**config.mk**
```make
export PLATFORM = sky130hd
export DESIGN_NAME = stream_from_dram
export DESIGN_NICKNAME = d
export VERILOG_FILES = /design/src/rtl/stream_from_dram_pkg.sv /design/src/rtl/stream_from_dram_csr.sv /design/src/rtl/stream_from_dram.sv
export SDC_FILE = /design/constraint.sdc
export NUM_CORES = 1
export LEC_CHECK = 0
export CAP_MARGIN = 20
export CORE_MARGIN = 2
export CORE_UTILIZATION = 52
export DETAILED_ROUTE_END_ITERATION = 8
export PLACE_DENSITY = 0.74
export SLEW_MARGIN = 0
export SYNTH_ARGS = -nofsm -noshare
export SYNTH_HDL_FRONTEND = slang
export SYNTH_SLANG_ARGS = --single-unit
```
**constraint.sdc**
```tcl
create_clock -name clk -period 3.1 [get_ports clk]
set_input_delay 0.62 -clock clk [delete_from_list [all_inputs] [get_ports clk]]
set_output_delay 0.62 -clock clk [all_outputs]
set_load 0.02 [all_outputs]
```
**src/rtl/stream_from_dram_pkg.sv**
```systemverilog
// Shared constants for the strided DDR reader: register map, CTRL bit positions, FSM states.
package stream_from_dram_pkg;

  localparam logic [1:0] REG_BASE = 2'd0;
  localparam logic [1:0] REG_LEN  = 2'd1;
  localparam logic [1:0] REG_STEP = 2'd2;
  localparam logic [1:0] REG_CTRL = 2'd3;

  // CTRL write fields
  localparam int CTRL_START   = 0;
  localparam int CTRL_LOOP_WR = 1;

  // CTRL read fields
  localparam int STAT_BUSY = 0;
  localparam int STAT_DONE = 1;
  localparam int STAT_LOOP = 2;

  typedef enum logic [1:0] {
    IDLE  = 2'd0,
    ISSUE = 2'd1,
    DRAIN = 2'd2
  } state_t;

endpackage

```
**src/rtl/stream_from_dram_csr.sv**
```systemverilog
// Host register file: BASE/LEN/STEP storage, CTRL start/abort pulses, 1-cycle registered readback.
// Loop request only honoured when STREAM_FROM_DRAM_LOOP_EN is defined.
module stream_from_dram_csr
  import stream_from_dram_pkg::*;
#(
  parameter int ADDR_W = 32,
  parameter int CNT_W  = 32
) (
  input  logic              clk,
  input  logic              rst,
  input  logic [1:0]        addr,
  input  logic              read,
  input  logic              write,
  input  logic [31:0]       writedata,
  output logic [31:0]       readdata,
  input  logic              busy,
  input  logic              done,
  input  logic              loop_on,
  output logic [ADDR_W-1:0] base,
  output logic [CNT_W-1:0]  len,
  output logic [ADDR_W-1:0] step,
  output logic              start,
  output logic              abort,
  output logic              loop_req
);

  logic        ctrl_wr;
  logic [31:0] rd_mux;

  assign ctrl_wr = write && (addr == REG_CTRL);
  assign start   = ctrl_wr && writedata[CTRL_START];
  assign abort   = ctrl_wr && !writedata[CTRL_START];

`ifdef STREAM_FROM_DRAM_LOOP_EN
  assign loop_req = writedata[CTRL_LOOP_WR];
`else
  assign loop_req = 1'b0;
`endif

  always_ff @(posedge clk) begin
    if (rst) begin
      base <= '0;
      len  <= '0;
      step <= '0;
    end else if (write) begin
      case (addr)
        REG_BASE: base <= ADDR_W'(writedata);
        REG_LEN:  len  <= CNT_W'(writedata);
        REG_STEP: step <= ADDR_W'(writedata);
        default:  ;
      endcase
    end
  end

  always_comb begin
    rd_mux = '0;
    case (addr)
      REG_BASE: rd_mux = 32'(base);
      REG_LEN:  rd_mux = 32'(len);
      REG_STEP: rd_mux = 32'(step);
      default: begin
        rd_mux[STAT_BUSY] = busy;
        rd_mux[STAT_DONE] = done;
        rd_mux[STAT_LOOP] = loop_on;
      end
    endcase
  end

  always_ff @(posedge clk) begin
    if (rst)       readdata <= '0;
    else if (read) readdata <= rd_mux;
  end

endmodule

```
**src/rtl/stream_from_dram.sv**
```systemverilog
// Strided Avalon-MM read master: pipelined reads, responses sign-extended to 32 bits one cycle later.
// Holds requests under ddr_waitrequest; output stream has no backpressure. Loop mode: STREAM_FROM_DRAM_LOOP_EN.
module stream_from_dram
  import stream_from_dram_pkg::*;
#(
  parameter int ADDR_W = 32,
  parameter int CNT_W  = 32
) (
  input  logic              clk,
  input  logic              rst,
  input  logic [15:0]       ddr_readdata,
  input  logic              ddr_readdatavalid,
  input  logic              ddr_waitrequest,
  output logic [ADDR_W-1:0] ddr_addr,
  output logic              ddr_read,
  input  logic [31:0]       writedata,
  output logic [31:0]       readdata,
  input  logic [1:0]        addr,
  input  logic              read,
  input  logic              write,
  output logic [31:0]       d_out,
  output logic              vout
);

  state_t            state, state_nxt;
  logic [ADDR_W-1:0] base, step, cfg_base, cfg_step, cur_addr;
  logic [CNT_W-1:0]  len, cfg_len, issued, rcvd;
  logic              start, abort, loop_req;
  logic              aborting, done, loop_on, busy;
  logic              accept, rsp;
  logic              do_load, do_restart, do_abort, set_done;

  stream_from_dram_csr #(.ADDR_W(ADDR_W), .CNT_W(CNT_W)) u_csr (
    .clk       (clk),
    .rst       (rst),
    .addr      (addr),
    .read      (read),
    .write     (write),
    .writedata (writedata),
    .readdata  (readdata),
    .busy      (busy),
    .done      (done),
    .loop_on   (loop_on),
    .base      (base),
    .len       (len),
    .step      (step),
    .start     (start),
    .abort     (abort),
    .loop_req  (loop_req)
  );

  assign busy     = (state != IDLE);
  assign ddr_read = (state == ISSUE);
  assign ddr_addr = cur_addr;
  assign accept   = ddr_read && !ddr_waitrequest;
  assign rsp      = ddr_readdatavalid && busy;

  always_comb begin
    state_nxt  = state;
    do_load    = 1'b0;
    do_restart = 1'b0;
    do_abort   = 1'b0;
    set_done   = 1'b0;
    case (state)
      IDLE: begin
        if (start) begin
          if (len != '0) begin
            do_load   = 1'b1;
            state_nxt = ISSUE;
          end else begin
            set_done = 1'b1;
          end
        end
      end
      ISSUE: begin
        if (abort) begin
          do_abort  = 1'b1;
          state_nxt = DRAIN;
        end else if (accept && (issued + CNT_W'(1) == cfg_len)) begin
          state_nxt = DRAIN;
        end
      end
      DRAIN: begin
        do_abort = abort && !aborting;
        // issued equals LEN here unless the run was cut short, so one compare covers both exits
        if (rcvd == issued) begin
          if (aborting || abort) begin
            state_nxt = IDLE;
          end else if (loop_on) begin
            do_restart = 1'b1;
            state_nxt  = ISSUE;
          end else begin
            set_done  = 1'b1;
            state_nxt = IDLE;
          end
        end
      end
      default: state_nxt = IDLE;
    endcase
  end

  always_ff @(posedge clk) begin
    if (rst) begin
      state    <= IDLE;
      cfg_base <= '0;
      cfg_step <= '0;
      cfg_len  <= '0;
      cur_addr <= '0;
      issued   <= '0;
      rcvd     <= '0;
      aborting <= 1'b0;
      done     <= 1'b0;
      loop_on  <= 1'b0;
      d_out    <= '0;
      vout     <= 1'b0;
    end else begin
      state <= state_nxt;
      // data already in flight at abort time is still counted but never presented
      vout  <= rsp && !aborting && !abort;
      if (rsp && !aborting && !abort)
        d_out <= {{16{ddr_readdata[15]}}, ddr_readdata};
      if (set_done)
        done <= 1'b1;
      if (do_load) begin
        cfg_base <= base;
        cfg_step <= step;
        cfg_len  <= len;
        cur_addr <= base;
        issued   <= '0;
        rcvd     <= '0;
        done     <= 1'b0;
        aborting <= 1'b0;
        loop_on  <= loop_req;
      end else if (do_restart) begin
        cur_addr <= cfg_base;
        issued   <= '0;
        rcvd     <= '0;
      end else begin
        if (accept) begin
          cur_addr <= cur_addr + cfg_step;
          issued   <= issued + CNT_W'(1);
        end
        if (rsp)
          rcvd <= rcvd + CNT_W'(1);
      end
      if (do_abort) begin
        aborting <= 1'b1;
        loop_on  <= 1'b0;
      end
    end
  end

endmodule

```
==> results of run 1 <==
## metrics by stage
stage	area, µm²	hold slack [ns]	std cells	setup TNS (ns)
2_1_floorplan	15400	0.437	1989	0
3_3_place_gp	17400	0.442	2451	0
6_report	18600	0.452	2511	0
3_5_place_dp	17400	0.446	2451	0
5_1_grt	18600	0.471	2511	-0.0411
4_1_cts	18500	0.450	2509	0
## registers in the layout, indices dropped and copies added, names as in the netlist
signal,count
u_csr.readdata,32
d_out,16
done,1
u_csr.len,32
vout,1
cfg_step,32
issued,32
aborting,1
cfg_len,32
u_csr.step,32
ddr_addr,32
u_csr.base,32
rcvd,32
state,2
## cell families (layout without fill, tap and decap cells)
group,after synthesis,count (layout),share of synthesized area (%)
muxes,41,41,2.82
buffers and inverters,183,315,5.52
xor gates and xnor gates,149,149,8.50
and+or+nand+nor,831,831,23.4
DFF,309,309,40.1
adders and majority gates,37,37,3.05
AOI/OAI and AO/OA,439,439,16.6
## where the power goes
group	total (mW)	switching (mW)	internal (mW)
clock network	4.08	1.63	2.45
logic	1.32	0.771	0.550
registers	4.26	0.139	4.12
## layout make-up
type                            instances  area [µm²]
Fill cell                            2548       10800
Tap cell                              390         488
Clock inverter                         12         159
Clock buffer                           46         967
Timing Repair Buffer                  230        2180
Sequential cell                       309        6190
Multi-Input combinational cell       1497        8490
Inverter                               27         101
## layer usage
layer  global-route usage (%)  up-vias  share of wire (%)
met1                     39.5     6606                 44
met5                        0        -                  0
met4                     8.57        0                2.6
li1                         -     6979                  -
met3                     3.34       75                7.6
met2                     44.4      559                 45
## critical path: stages, from the launching register on
cell      delay [ns]
dfxtp_1         0.32
ha_1            0.34
a21o_1          0.18
a21oi_1         0.14
o21ai_0         0.21
a21oi_1         0.30
a211oi_2        0.18
o41ai_2         0.44
o21ai_0         0.15
buf_4           0.16
mux2i_1         0.11
a311oi_1        0.30
## worst min path at each step
stage / start / end / slack, ns / cells past startpoint
after floorplan: done$_SDFFE_PP0P_ / done$_SDFFE_PP0P_ / 0.44 / 2
after global placement: d_out[13]$_SDFFE_PP0P_ / d_out[13]$_SDFFE_PP0P_ / 0.44 / 2
after detailed placement: d_out[4]$_SDFFE_PP0P_ / d_out[4]$_SDFFE_PP0P_ / 0.45 / 2
after CTS: rst / cfg_step[25]$_SDFFE_PP0P_ / 0.45 / 2
after global routing: d_out[10]$_SDFFE_PP0P_ / d_out[10]$_SDFFE_PP0P_ / 0.47 / 2
final: d_out[4]$_SDFFE_PP0P_ / d_out[4]$_SDFFE_PP0P_ / 0.45 / 2
## placed cells by master (no fill, tap or decap), types with 6 or more instances in the layout
master and instances:
clkbuf_1 6, nor3_1 24, nand3_1 33, nor2_1 190
clkdlybuf4s50_1 150, a311oi_1 11, a31oi_1 6, nand4_1 35
dfxtp_1 307, o21ai_0 45, nand2_1 447, and2_1 7
ha_1 35, nor3b_1 6, o211ai_1 13, a211oi_1 41
a21oi_1 265, o21a_1 8, a21o_1 13, or3_1 10
xnor2_1 91, inv_1 26, mux2i_1 39, buf_12 6
xor2_1 57, clkbuf_16 35, and3_1 15, nor4_1 17
buf_4 71
## what timing repair did
action	4_1_cts	5_1_grt
hold buffers	0	0
setup buffers	0	2
setup endpoints to repair	0	8
endpoints found under the hold margin	0	0
resized for setup	0	15
==> key figures, run 1 <==
Outcome
  – Status: finished, final reports clean

Global routing
  – Gr ovfl total: 0
  – Vias in the first global route: approximately 13,000
  – Tot GR Track Use: 27.8%
  – Global-route wire length before repair: 70,100 µm
  – Largest net degree at the start of global routing: 95
  – Initial antenna violation count: 0

Worst setup path
  – Crit. End Element: flop
  – Startpoint types: flop
  – CP endpoint: ddr_addr[29]$_SDFFE_PP0P_
  – Critical Path RT: 3.52 ns
  – Data arrival, critical path: 3.36 ns
  – Crit Reg-Reg Endpoint: ddr_addr[29]$_SDFFE_PP0P_
  – Worst Setup SP: ddr_addr[3]$_SDFFE_PP0P_
  – CP Class: flop to flop
  – Crit-path max FO: 4
  – Reg2reg start: ddr_addr[3]$_SDFFE_PP0P_
  – Reg2Reg Setup Slack: 0.16 ns
  – FF-to-FF path depth: 11

Power and ir drop
  – Total power: 9.66 mW
  – Leak Pwr: 6.74 nW
  – Pwr per Cell Area: 520 nW/µm²
  – Worst vdd ir: 0.380 mV

Synthesis
  – Most common cell in the synthesized netlist: nand2_1
  – Post-synthesis area per instance: 7.76 µm²
  – Synthesized Nets: 2,082
  – Share of the synthesized area in the top cell type: roughly 40%
  – Commonest cells post-synth: 449 x nand2_1, 309 x dfxtp_1, 265 x a21oi_1
  – Post-synthesis async set-or-reset flop share: 0%
  – Register bit total from synthesis: 309
  – Distinct cells, synth: 70
  – EDFF count, synth: 0
  – Ranking of synthesized cells by area: dfxtp_1 40%, nand2_1 11%, a21oi_1 8.6%, xnor2_1 5.2%, nor2_1 4.7%
  – Synthesis Warnings: 0
  – Ys flop type: dfxtp_1
  – Syn Inst Count: between 1,500 and 2,000
  – Sequential cell area fraction in the yosys report: 40.1%
  – Yosys top cell by area: dfxtp_1
  – Netlist Area Pre-Place: 15,400 µm²

Drt
  – Routed wire per std cell: 17.6 µm
  – Via Count: ~14,000
  – Drt via density: 5.66
  – Initial DRC Count: 1,221
  – Post-detailed-route DRC marker count: 0
  – WL final: 44,200 µm
  – DRT Pass-1 Iters: 6
  – Post-route ant nets: 0

Timing
  – RSZ-0062 raised after global routing: true
  – Final clock skew: 0.0145 ns
  – Final Max Tran Viols: 0
  – Worst setup margin: approximately 0.16 ns
  – Final min period: 2.94 ns
  – Hold Vio Cnt, Final: 0
  – Achievable Freq: between 0.3 and 0.4 GHz
  – Slew headroom: 33.6%
  – Final period utilization: a little over nine tenths
  – Least-Margin Pin Slew: 0.996 ns
  – Final setup violation count: 0

Placed design
  – Hpwl dp: about 31,000 µm
  – I/O Buffers: between 150 and 200
  – Gpl congestion: 0.978
  – Worst slack at placement: between 0.07 and 0.08 ns

Clocking
  – Clk sink count: 309
  – Clock Pin Slew Worst Setup and Hold Paths: around 0.06 ns
  – H-tree depth: 2
  – Clock Latency Late Sink: 0.52 ns
  – CTS Buf Count: 34
  – Clk buf depth: 3
  – CTS tree: done
  – Root Buffer: clkbuf_16

Die
  – DIE WIDTH: 176 µm
  – Die ar.: approximately 31,000 µm²
  – Core footprint: 29,400 µm²
  – Starting density of the core: 52.5%
  – Site Rows: 63
  – Die height: approximately 180 µm
  – I/O pins: about 150

Finish
  – ANT cells: 0
  – Share of cells above drive strength 1: 8.20%
  – Fin util: 63.1%
  – Number of nets in the layout: 2,192
  – Synthesis-to-finish area growth: 20.3%

Min path
  – Hold WC Path Type: flop to flop

Run
  – Max cap viols: 0
Note: power is estimated with default switching activity, not from simulation.
==> run 2, diff against run 1 <==
--- a/config.mk
+++ b/config.mk
@@ -8,6 +8,7 @@
 export CAP_MARGIN = 20
 export CORE_MARGIN = 2
 export CORE_UTILIZATION = 52
+export CTS_CLUSTER_DIAMETER = 50
 export DETAILED_ROUTE_END_ITERATION = 8
 export PLACE_DENSITY = 0.74
 export SLEW_MARGIN = 0
==> key figures, run 2 (synthesized netlist as in run 1, its figures left out) <==
Worst setup path
  – Crit Reg-Reg Endpoint: ddr_addr[29]$_SDFFE_PP0P_
  – Worst Setup SP: ddr_addr[3]$_SDFFE_PP0P_
  – Reg2Reg Setup Slack: 0.16 ns (about the same)
  – Data arrival, critical path: 3.36 ns (about the same)
  – Reg2reg start: ddr_addr[3]$_SDFFE_PP0P_
  – Crit-path max FO: 4 (unchanged)
  – CP Class: flop to flop
  – Crit. End Element: flop
  – Critical Path RT: 3.51 ns (about the same)
  – FF-to-FF path depth: 11 (unchanged)
  – Startpoint types: flop

Finish
  – ANT cells: 0 (unchanged)
  – Commonest non-fill, non-tap cell in the layout: nand2_1
  – Number of nets in the layout: 2,196 (+0.18%)
  – Number of fill cells in the layout: 2,534 (-0.55%)
  – Commonest non-fill, non-tap cells in the layout: 447 x nand2_1, 307 x dfxtp_1, 265 x a21oi_1, 190 x nor2_1, 150 x clkdlybuf4s50_1
  – Synthesis-to-finish area growth: 21.2%
  – Register area: 6190 µm² (unchanged)
  – Area occupied by multi-input gates: 8480 µm² (about the same)
  – Post-Layout Cell Count: 2,519 (+0.32%)
  – Design area: 18,700 µm² (+0.75%)
  – Share of cells above drive strength 1: 8.55% (+0.34 points)
  – Fin util: 63.6% (+0.47 points)

Die
  – Die height: 176 µm (unchanged)
  – Core footprint: 29,400 µm² (unchanged)
  – Die ar.: 31,100 µm² (unchanged)
  – DIE WIDTH: 176 µm (unchanged)
  – Starting density of the core: 52.5% (unchanged)
  – I/O pins: 154 (unchanged)
  – Site Rows: 63 (unchanged)

Global routing
  – Tot GR Track Use: 27.8% (about the same)
  – GRT Max-Usage Layer: met2
  – Grt met1 use: 39.6% (+0.13 points)
  – Vias in the first global route: 13,300 (+0.31%)
  – GRT met3 Usage: 3.47% (+0.13 points)
  – Initial antenna violation count: 0 (unchanged)
  – Gr ovfl total: 0 (unchanged)
  – Global-route wire length before repair: 70,200 µm (+0.17%)
  – Largest net degree at the start of global routing: 95 (unchanged)
  – Grt met2 use: 44.3% (-0.082 points)

Timing
  – Hold Vio Cnt, Final: 0 (unchanged)
  – Worst setup margin: 0.158 ns (-0.000953 ns)
  – Final clock skew: 0.0223 ns (+0.00773 ns)
  – Final Max Tran Viols: 0 (unchanged)
  – Achievable Freq: 0.340 GHz (about the same)
  – Least-Margin Pin Slew: 1.02 ns (+0.0277 ns)
  – Final min period: 2.94 ns (+0.000953 ns)
  – Setup tns final: 0 ns (unchanged)
  – Slew headroom: 31.7% (-1.8 points)
  – RSZ-0062 raised after global routing: true
  – Final setup violation count: 0 (unchanged)
  – Final period utilization: 94.9% (about the same)

Clocking
  – H-tree depth: 2 (unchanged)
  – Clk buf depth: 3 (unchanged)
  – Root Buffer: clkbuf_16
  – CTS Buf Count: 38 (+12%)
  – Clock Latency Late Sink: 0.52 ns (about the same)
  – CTS tree: done
  – Clk sink count: 309 (unchanged)
  – Clock Pin Slew Worst Setup and Hold Paths: 0.06 ns (about the same)

Power and ir drop
  – Worst vdd ir: 0.397 mV (+4.5%)
  – Leak Pwr: 6.80 nW (+0.95%)
  – Pwr per Cell Area: 536 nW/µm² (+3.0%)

Run
  – Max cap viols: 0 (unchanged)

Placed design
  – Dpl cell area: 17,400 µm² (unchanged)
  – Placed insts: 2,451 (unchanged)
  – Worst slack at placement: 0.0785 ns (unchanged)
  – Gpl congestion: 0.978 (unchanged)
  – I/O Buffers: 153 (unchanged)
  – Hpwl dp: 31,300 µm (unchanged)

Drt
  – Post-detailed-route DRC marker count: 0 (unchanged)
  – WL final: 44,200 µm (about the same)
  – Initial DRC Count: 1,287 (+5.4%)
  – Drt via density: 5.68 (+0.32%)
  – Post-route ant nets: 0 (unchanged)
  – Via Count: 14,300 (+0.64%)
  – Routed wire per std cell: 17.6 µm (-0.27%)
  – DRT Pass-1 Iters: 5 (-1)

Min path
  – Hold WC Path Type: flop to flop
  – Hold-critical path depth: 2 (unchanged)
  – Worst-case hold path end point: d_out[4]$_SDFFE_PP0P_
  – Worst Min Path Start: d_out[4]$_SDFFE_PP0P_

Outcome
  – Status: finished, final reports clean
run 2: changes by cell type in the layout (fill, tap and decap cells not counted), sizes merged:
cell      previous run  this run
clkinvlp             2         3
clkinv               6         7
clkbuf              46        50
inv                 28        30
run 2: layout make-up:
type / instances / share of cell area (%)
multi-input combinational: 1497 / 45.3
clock inverter: 16 / 1.02
sequential: 309 / 33.1
tap: 390 / 2.61
clock buffer: 50 / 5.76
inverter: 27 / 0.542
timing repair buffer: 230 / 11.6
run 2: metrics by stage:
step	hold WS [ns]	power [mW]
floorplan	0.437	5.09
global placement	0.442	5.63
detailed placement	0.446	5.65
CTS	0.450	10.1
global route	0.470	10.4
finish	0.451	10.0
run 2: report_power, final:
group,internal (mW),switching [mW]
Sequential,4.12,0.141
Clock,2.71,1.72
Combinational,0.550,0.772
Total,7.39,2.63
run 2: critical path: stages, from the launching register on:
cell and delay [ns]:
dfxtp_1 0.32, ha_1 0.34, a21o_1 0.18, a21oi_1 0.14, o21ai_0 0.21, a21oi_1 0.30, a211oi_2 0.18, o41ai_2 0.44
o21ai_0 0.15, buf_4 0.16, mux2i_1 0.11, a311oi_1 0.30
run 2: worst max-delay path by stage:
stage                                            to  slack, ns  depth (start not counted)
after floorplan           ddr_addr[27]$_SDFFE_PP0P_       0.19                         11
after global placement    ddr_addr[30]$_SDFFE_PP0P_       0.13                         10
after detailed placement  ddr_addr[30]$_SDFFE_PP0P_       0.08                         10
after CTS                 ddr_addr[30]$_SDFFE_PP0P_       0.06                         10
after global routing      ddr_addr[20]$_SDFFE_PP0P_      -0.04                         10
final                     ddr_addr[29]$_SDFFE_PP0P_       0.16                         11
run 2: timing repair:
action                     in CTS  in global routing
resized for setup               0                 14
buffers inserted                0                  2
hold buffers                    0                  0
setup endpoints to repair       0                  8
run 2: metal layers:
layer | vias to the layer above | routed length (µm)
li1 | 6990 | -
met1 | 6694 | 19900
met2 | 540 | 20000
met3 | 86 | 3030
met4 | 0 | 1270
met5 | - | 0
